--- src/rtl/conv_pkg.sv ---
// Shared definitions for the convolution MAC datapath.
// Provides the per-beat sideband record that travels with the data through
// every pipeline stage, a constant-foldable clog2, the end-to-end latency
// helper, and the lane-slice offset helper used to unpack lane buses.
package conv_pkg;

    // Control information that accompanies each beat down the pipeline.
    typedef struct packed {
        logic valid;
        logic first;
        logic last;
        logic psum_en;
        logic relu_en;
    } side_t;

    // Ceiling log2, usable in constant (parameter) context.
    function automatic int clog2(input int value);
        int result;
        result = 0;
        for (int i = 0; i < 31; i++) begin
            if ((32'sd1 << i) < value) begin
                result = i + 1;
            end
        end
        return result;
    endfunction

    // Cycles from an accepted last beat to its out_valid pulse.
    function automatic int latency(input int lanes);
        return clog2(lanes) + 3;
    endfunction

    localparam int DEF_K       = 4;
    localparam int DEF_LATENCY = latency(DEF_K);

    // Low bit index of a lane inside a packed lane bus.
    function automatic int lane_lo(input int lane, input int dw);
        return lane * dw;
    endfunction

endpackage

--- src/rtl/conv_mac_path_if.sv ---
// Handshake/data bundle of conv_mac_path.
// master: the environment (drives beats and returned partial sums).
// slave : the MAC datapath (drives psum_req, results and status).
interface conv_mac_path_if #(
    parameter int DW = 16,
    parameter int K  = 4,
    parameter int AW = 40
);
    logic            in_valid;
    logic            in_first;
    logic            in_last;
    logic [K*DW-1:0] in_fm_data;
    logic [K*DW-1:0] weight;
    logic            psum_en;
    logic            relu_en;
    logic            psum_req;
    logic [AW-1:0]   out_fm_rd_data;
    logic            out_valid;
    logic [AW-1:0]   out_fm_wr_data;
    logic            frame_err;
    logic [15:0]     kernel_cnt;

    modport master (
        output in_valid, in_first, in_last, in_fm_data, weight,
               psum_en, relu_en, out_fm_rd_data,
        input  psum_req, out_valid, out_fm_wr_data, frame_err, kernel_cnt
    );

    modport slave (
        input  in_valid, in_first, in_last, in_fm_data, weight,
               psum_en, relu_en, out_fm_rd_data,
        output psum_req, out_valid, out_fm_wr_data, frame_err, kernel_cnt
    );
endinterface

--- src/rtl/conv_add_stage.sv ---
// One registered level of the pairwise adder tree.
// Ports: clk, rst (async active-low); din = N signed IW-bit values packed
// LSB-first; sin = incoming sideband. dout = N/2 signed (IW+1)-bit sums,
// sout = sideband delayed by one cycle. Data holds on bubbles.
module conv_add_stage
    import conv_pkg::*;
#(
    parameter int IW = 32,
    parameter int N  = 4
) (
    input  logic                     clk,
    input  logic                     rst,
    input  logic [N*IW-1:0]          din,
    input  side_t                    sin,
    output logic [(N/2)*(IW+1)-1:0]  dout,
    output side_t                    sout
);

    logic [(N/2)*(IW+1)-1:0] sum_s;

    // Sign-extend each neighbouring pair by one bit and add.
    always_comb begin
        sum_s = '0;
        for (int p = 0; p < N / 2; p++) begin
            sum_s[p*(IW+1) +: (IW+1)] =
                {din[(2*p)*IW + IW - 1],   din[(2*p)*IW +: IW]} +
                {din[(2*p+1)*IW + IW - 1], din[(2*p+1)*IW +: IW]};
        end
    end

    // Stage register: sideband always advances, data only on valid beats.
    always_ff @(posedge clk or negedge rst) begin
        if (!rst) begin
            dout <= '0;
            sout <= '0;
        end else begin
            sout <= sin;
            if (sin.valid) begin
                dout <= sum_s;
            end else begin
                dout <= dout;
            end
        end
    end

endmodule

--- src/rtl/conv_mac_path.sv ---
// Convolution MAC datapath: K-lane signed multiply, registered adder tree,
// window accumulator, optional partial-sum add and ReLU.
// Ports: clk, rst (async active-low), bus (conv_mac_path_if.slave) carrying
// the beat handshake, psum read request/return, result and status outputs.
// A last beat accepted in cycle t gives psum_req at t+1+log2(K), samples the
// returned partial sum at the end of t+2+log2(K) and pulses out_valid at
// t+3+log2(K).
module conv_mac_path
    import conv_pkg::*;
#(
    parameter int DW = 16,
    parameter int K  = 4,
    parameter int AW = 40
) (
    input  logic           clk,
    input  logic           rst,
    conv_mac_path_if.slave bus
);

    localparam int L       = clog2(K);
    localparam int LAT     = latency(K);
    localparam int PW      = 2 * DW;
    localparam int SW      = PW + L;
    localparam int PRE_IDX = (L >= 2) ? (L - 2) : 0;

    logic            open_r;
    logic            frame_err_r;
    logic            accept_s;
    logic            err_s;
    logic [K*PW-1:0] prod_s;
    logic [K*PW-1:0] prod_r;
    side_t           side0_r;
    logic [SW-1:0]   tree_sum_s;
    side_t           tree_side_s;
    side_t           pre_side_s;
    logic [AW-1:0]   ext_s;
    logic [AW-1:0]   acc_r;
    logic            acc_done_r;
    logic            acc_psum_r;
    logic            acc_relu_r;
    logic            psum_req_r;
    logic [AW-1:0]   res_s;
    logic [AW-1:0]   out_data_r;
    logic            out_valid_r;
    logic [15:0]     kernel_cnt_r;

    // A beat enters only as a window opener or inside an open window; an
    // orphan beat or a re-opening first is flagged.
    always_comb begin
        accept_s = bus.in_valid & (bus.in_first | open_r);
        err_s    = bus.in_valid & ((~bus.in_first & ~open_r) | (bus.in_first & open_r));
    end

    // Window-open flag and one-cycle protocol error pulse.
    always_ff @(posedge clk or negedge rst) begin
        if (!rst) begin
            open_r      <= 1'b0;
            frame_err_r <= 1'b0;
        end else begin
            frame_err_r <= err_s;
            if (accept_s) begin
                open_r <= ~bus.in_last;
            end else begin
                open_r <= open_r;
            end
        end
    end

    for (genvar g = 0; g < K; g++) begin : g_lane
        assign prod_s[g*PW +: PW] =
            $signed(bus.in_fm_data[lane_lo(g, DW) +: DW]) *
            $signed(bus.weight[lane_lo(g, DW) +: DW]);
    end

    // Product register; sideband valid carries acceptance, not raw in_valid.
    always_ff @(posedge clk or negedge rst) begin
        if (!rst) begin
            prod_r  <= '0;
            side0_r <= '0;
        end else begin
            side0_r <= '{valid: accept_s, first: bus.in_first, last: bus.in_last,
                         psum_en: bus.psum_en, relu_en: bus.relu_en};
            if (accept_s) begin
                prod_r <= prod_s;
            end else begin
                prod_r <= prod_r;
            end
        end
    end

    for (genvar j = 0; j < L; j++) begin : tree
        localparam int IW = PW + j;
        localparam int N  = K >> j;
        logic [N*IW-1:0]          din;
        side_t                    sin;
        logic [(N/2)*(IW+1)-1:0]  dout;
        side_t                    sout;
        if (j == 0) begin : g_src_prod
            assign din = prod_r;
            assign sin = side0_r;
        end else begin : g_src_tree
            assign din = tree[j-1].dout;
            assign sin = tree[j-1].sout;
        end
        conv_add_stage #(.IW(IW), .N(N)) u_stage (
            .clk  (clk),
            .rst  (rst),
            .din  (din),
            .sin  (sin),
            .dout (dout),
            .sout (sout)
        );
    end

    assign tree_sum_s  = tree[L-1].dout;
    assign tree_side_s = tree[L-1].sout;
    assign ext_s       = AW'($signed(tree_sum_s));

    // psum_req is launched from the stage feeding the tree output so that it
    // leads the accumulator's final value by one cycle.
    if (L == 1) begin : g_pre_prod
        assign pre_side_s = side0_r;
    end else begin : g_pre_tree
        assign pre_side_s = tree[PRE_IDX].sout;
    end

    // Window accumulator (load on first, add otherwise, hold on bubbles)
    // and partial-sum request pulse.
    always_ff @(posedge clk or negedge rst) begin
        if (!rst) begin
            acc_r      <= '0;
            acc_done_r <= 1'b0;
            acc_psum_r <= 1'b0;
            acc_relu_r <= 1'b0;
            psum_req_r <= 1'b0;
        end else begin
            acc_done_r <= tree_side_s.valid & tree_side_s.last;
            psum_req_r <= pre_side_s.valid & pre_side_s.last & pre_side_s.psum_en;
            if (tree_side_s.valid) begin
                acc_r      <= tree_side_s.first ? ext_s : (acc_r + ext_s);
                acc_psum_r <= tree_side_s.psum_en;
                acc_relu_r <= tree_side_s.relu_en;
            end else begin
                acc_r      <= acc_r;
                acc_psum_r <= acc_psum_r;
                acc_relu_r <= acc_relu_r;
            end
        end
    end

    // Final sum: optional returned partial sum, then optional ReLU clamp.
    always_comb begin
        res_s = acc_r + (acc_psum_r ? bus.out_fm_rd_data : {AW{1'b0}});
        if (acc_relu_r && res_s[AW-1]) begin
            res_s = '0;
        end else begin
            res_s = res_s;
        end
    end

    // Result register, result pulse and completed-kernel counter.
    always_ff @(posedge clk or negedge rst) begin
        if (!rst) begin
            out_data_r   <= '0;
            out_valid_r  <= 1'b0;
            kernel_cnt_r <= 16'd0;
        end else begin
            out_valid_r <= acc_done_r;
            if (acc_done_r) begin
                out_data_r   <= res_s;
                kernel_cnt_r <= kernel_cnt_r + 16'd1;
            end else begin
                out_data_r   <= out_data_r;
                kernel_cnt_r <= kernel_cnt_r;
            end
        end
    end

    assign bus.psum_req       = psum_req_r;
    assign bus.out_valid      = out_valid_r;
    assign bus.out_fm_wr_data = out_data_r;
    assign bus.frame_err      = frame_err_r;
    assign bus.kernel_cnt     = kernel_cnt_r;

endmodule

--- src/flat_wrapper.sv ---
// flat-port wrapper written by rule: the top's interface ports become plain ports
module conv_mac_path_flat import conv_pkg::*;
#(
    parameter int DW = 16,
    parameter int K  = 4,
    parameter int AW = 40
)
  (clk, rst, bus_in_valid, bus_in_first, bus_in_last, bus_in_fm_data, bus_weight, bus_psum_en, bus_relu_en, bus_out_fm_rd_data, bus_psum_req, bus_out_valid, bus_out_fm_wr_data, bus_frame_err, bus_kernel_cnt);
  conv_mac_path_if #(.DW(DW), .K(K), .AW(AW)) bus_i ();
  input  logic clk;
  input  logic rst;
  input wire logic [$bits(bus_i.in_valid)-1:0] bus_in_valid;
  input wire logic [$bits(bus_i.in_first)-1:0] bus_in_first;
  input wire logic [$bits(bus_i.in_last)-1:0] bus_in_last;
  input wire logic [$bits(bus_i.in_fm_data)-1:0] bus_in_fm_data;
  input wire logic [$bits(bus_i.weight)-1:0] bus_weight;
  input wire logic [$bits(bus_i.psum_en)-1:0] bus_psum_en;
  input wire logic [$bits(bus_i.relu_en)-1:0] bus_relu_en;
  input wire logic [$bits(bus_i.out_fm_rd_data)-1:0] bus_out_fm_rd_data;
  output wire logic [$bits(bus_i.psum_req)-1:0] bus_psum_req;
  output wire logic [$bits(bus_i.out_valid)-1:0] bus_out_valid;
  output wire logic [$bits(bus_i.out_fm_wr_data)-1:0] bus_out_fm_wr_data;
  output wire logic [$bits(bus_i.frame_err)-1:0] bus_frame_err;
  output wire logic [$bits(bus_i.kernel_cnt)-1:0] bus_kernel_cnt;
  assign bus_i.in_valid = bus_in_valid;
  assign bus_i.in_first = bus_in_first;
  assign bus_i.in_last = bus_in_last;
  assign bus_i.in_fm_data = bus_in_fm_data;
  assign bus_i.weight = bus_weight;
  assign bus_i.psum_en = bus_psum_en;
  assign bus_i.relu_en = bus_relu_en;
  assign bus_i.out_fm_rd_data = bus_out_fm_rd_data;
  assign bus_psum_req = bus_i.psum_req;
  assign bus_out_valid = bus_i.out_valid;
  assign bus_out_fm_wr_data = bus_i.out_fm_wr_data;
  assign bus_frame_err = bus_i.frame_err;
  assign bus_kernel_cnt = bus_i.kernel_cnt;
  conv_mac_path #(.DW(DW), .K(K), .AW(AW)) u_core (.clk(clk), .rst(rst), .bus(bus_i));
endmodule
--- config.mk ---
export PLATFORM = sky130hd
export DESIGN_NAME = conv_mac_path_flat
export DESIGN_NICKNAME = d
export VERILOG_FILES = /design/src/rtl/conv_pkg.sv /design/src/rtl/conv_mac_path_if.sv /design/src/rtl/conv_add_stage.sv /design/src/rtl/conv_mac_path.sv /design/src/flat_wrapper.sv
export SDC_FILE = /design/constraint.sdc
export NUM_CORES = 2
export LEC_CHECK = 0
export ABC_AREA = 1
export CAP_MARGIN = 15
export CORE_MARGIN = 2
export CORE_UTILIZATION = 40
export CTS_CLUSTER_SIZE = 40
export DETAILED_ROUTE_END_ITERATION = 10
export HOLD_SLACK_MARGIN = 0.06
export PLACE_DENSITY = 0.63
export SLEW_MARGIN = 25
export SYNTH_ARGS = -nofsm -noshare
export SYNTH_HDL_FRONTEND = slang
export SYNTH_SLANG_ARGS = --single-unit
--- constraint.sdc ---
create_clock -name clk -period 3.45 [get_ports clk]
set_input_delay 0.69 -clock clk [delete_from_list [all_inputs] [get_ports clk]]
set_output_delay 0.69 -clock clk [all_outputs]
set_load 0.005 [all_outputs]
==> impl_metrics.tcl <==
set metrics [dict create \
    cp_max_fo 6 \
    clkTransAtPathRegs_ns 0.06 \
    wl_mm 222 \
    start_util_pct 40.4 \
    track_usage_pct 26.2 \
    run_status "finished, violations left" \
    synth_edf_count 0 \
    ys.warnings.count 0 \
    r2r-start "u_core.acc_psum_r" \
    grt_pass1_vias 65400 \
    drive_gt1_share_pct 26.6 \
    grt_pass1_wl_mm 354 \
    critPathMostFrequentCell "fa_1" \
    hold_end "u_core.tree[1].u_stage.sout[0]" \
    fp-row-count 149 \
    diodes 0 \
    design.die.area_mm2 0.170 \
    finalHoldViolCount 0 \
    vias_per_cell 4.99 \
    port-buffer-count 233 \
    rsz0062_at_grt "yes" \
    grt_max_degree 83 \
    fmax_mhz 189 \
    async_flop_share_pct 100 \
    final-max-slew-violation-count 0 \
    core-area_mm2 0.165 \
    synth-seq-cells 346 \
    wl_per_cell_um 17.8 \
    ys_types 47 \
    ys_seq_area_share_pct 13.0 \
    setup_violations 105 \
    synth_top_area_cell "fa_1" \
    layout_common_cells "nand2_1 (2,186), inv_1 (1,959), fa_1 (936), buf_4 (733), nor2_1 (400)" \
    syn_to_final_growth_pct 35.7 \
    final_cell_area_mm2 0.0906 \
    violations "setup timing" \
    r2r_slack_ns 0.54 \
    hold-path-cell-count 0 \
    worst_slack_ns -1.84 \
    maxCapViolations 0 \
    final_common_cell "nand2_1" \
    ctsRootBufferMaster "clkbuf_16" \
    fillers 15000 \
    r2r-end "u_core.bus.out_fm_wr_data[24]" \
    vias 62200 \
    grt-ovfl-total 0 \
    regArea_mm2 0.00866 \
    syn-num-nets 10900 \
    synth_top_area_share_pct 31.6 \
    crit_chain "buf_12 > buf_12 > nand2_4 > inv_2 > fa_2 > fa_2 > buf_6 > buf_6 > fa_1 > fa_1 > fa_1 > fa_1 > ha_4 > nand2_8 > nor3_4 > nand4_1 > or2_4 > nand3_1 > nand2_1 > nand3_2 > nand2_1" \
    drt-initial-drc-count 4022 \
    cts_buffers 44 \
    tightest_slew_ns 0.977 \
    min-delay-start "u_core.tree[0].u_stage.sout[0]" \
    synthMuxAreaShare_pct 0 \
    crit_required_ns 3.94 \
    synth_ff_type "dfrtp_1" \
    dp.final_hpwl_mm 175 \
    slowest_stage "fa_2" \
    clk_latency_ns 0.64 \
    fin_skew_ns 0.0485 \
    drc_errors 0 \
    cts_max_level 2 \
    multiInputGateArea_mm2 0.0554 \
    die_h_um 413 \
    post-route-period-util_pct 153 \
    firstDrtPassIters 6 \
    holdCritPathClass "reg -> reg" \
    cts_tree "yes" \
    routabilityCongestion 0.966 \
    placed_cell_area_mm2 0.0796 \
    reg2reg_depth 16 \
    clock-sinks 346 \
    nets 12000 \
    yosys.area_share.xor_xnor_pct 2.37 \
    synthTopCellsByArea "fa_1 (32%), nand2_1 (14%), dfrtp_1 (13%)" \
    synth_compound_area_share_pct 6.98 \
    endpoint_kind "flip-flop" \
    synth_top_family_by_area "adder cells" \
    synthAdderAreaFrac_pct 41.0 \
    clockBufferDepth 3 \
    crit_path_start_kind "input pin" \
    worst_path_largest_cell_delay_ns 0.67 \
    syn_area_mm2 0.0668 \
    worstSetupPathType "in -> reg" \
    antenna_left 0 \
    grt_antenna_before_repair 1 \
    fp.dieW_um 413 \
    ios 234 \
    avgSynthCellArea_um2 7.29 \
    syn_inst 9156 \
    synth_simple_gate_area_share_pct 22.2 \
    relSlewSlack_pct 34.8 \
    cp.arrival_ns 5.78 \
    finalCriticalPeriod_ns 5.29 \
]
-- per-stage QoR --
step                      util (%)  setup slack (ns)  std cells  hold slack [ns]  setup TNS, ns
after global routing          54.8             -2.00      12500            0.361        -170.54
after CTS                     53.6             -1.83      12400            0.350        -153.14
after detailed placement      48.1             -3.06      12000            0.336        -274.94
after floorplan                  -             -2.06       9156            0.331        -171.13
after global placement        48.1             -3.00      12000            0.334        -271.43
final                         54.8             -1.84      12500            0.347        -154.96
-- critical path: cells and delay by family --
family | cells | cell delay [ns]
fa+ha+maj | 7 | 3.57
simple gates | 9 | 0.96
buf+inv | 5 | 0.54
-- state kept, by name (all words and copies together) (netlist names) --
name                       cells
u_core.acc_psum_r              1
u_core.bus.out_valid           1
u_core.open_r                  1
u_core.bus.out_fm_wr_data     40
u_core.tree.u_stage.sout      10
u_core.bus.frame_err           1
u_core.tree.u_stage.dout     100
u_core.acc_done_r              1
u_core.acc_relu_r              1
u_core.prod_r                128
u_core.side0_r                 5
u_core.bus.kernel_cnt         16
u_core.bus.psum_req            1
u_core.acc_r                  40
-- metal layers --
| layer | vias to the layer above | part of all wire, % | global-route usage [%] |
|---|---|---|---|
| li1 | 29500 | - | - |
| met1 | 30800 | 43 | 34.7 |
| met2 | 1561 | 50 | 45.7 |
| met3 | 390 | 4.4 | 2.25 |
| met4 | 2 | 3.2 | 7.45 |
| met5 | - | 0.0045 | 0 |
-- cells by family (layout without fill, tap and decap cells) --
group                      after synthesis  in the layout
AOI/OAI and AO/OA                      869            869
xor gates and xnor gates               181            181
adders and majority gates             1558           1558
buffers and inverters                 2563           3692
DFF                                    346            346
and+or+nand+nor                       3639           3639
-- how the worst max path moves through the flow --
stage | from | endpoint | cells after the start
2_1_floorplan | bus_weight[3] | u_core.prod_r[31] | 24
3_3_place_gp | bus_in_fm_data[31] | u_core.prod_r[63] | 21
3_5_place_dp | bus_weight[25] | u_core.prod_r[63] | 21
4_1_cts | bus_in_fm_data[63] | u_core.prod_r[127] | 23
5_1_grt | bus_in_fm_data[63] | u_core.prod_r[127] | 23
6_report | bus_in_fm_data[63] | u_core.prod_r[125] | 21
-- synthesized netlist by cell type, types with 2 or more instances --
cell type,n
nand2_1,2485
inv_1,2241
fa_1,1053
nor2_1,524
ha_1,505
a21oi_1,368
nand3_1,364
o21ai_0,354
dfrtp_1,346
clkbuf_1,298
nand4_1,95
xnor2_1,91
xor2_1,90
or2_2,55
nor3_1,48
o21bai_1,37
a31oi_1,36
nand3b_1,18
o211ai_1,17
a21boi_0,15
a21o_1,14
nand2_2,13
nand3_2,13
buf_1,11
o21a_1,11
o21ai_1,9
buf_2,6
nor2_2,6
inv_2,4
a21oi_2,3
nand2b_1,3
nor2_4,3
and2_1,2
nor3_2,2
nor4_1,2
o21ai_2,2
o31ai_1,2
-- timing repair --
action / in CTS / in global routing
setup buffers: 340 / 85
gates cloned: 40 / 0
resized for setup: 1692 / 525
pin swaps: 774 / 540
setup endpoints to repair: 110 / 107
endpoints found under the hold margin: 32 / 0
hold buffers: 1 / 0
-- area by class of cell --
class / count / area share (%)
timing repair buffer: 1364 / 15.2
inverter: 2246 / 9.39
clock inverter: 24 / 0.356
multi-input combinational: 6247 / 61.1
sequential: 346 / 9.55
clock buffer: 58 / 1.40
tap: 2189 / 3.02
Power is left out: the tool's default activity adds up to more than one toggle a clock period on the data nets, which glitch-free logic cannot reach.
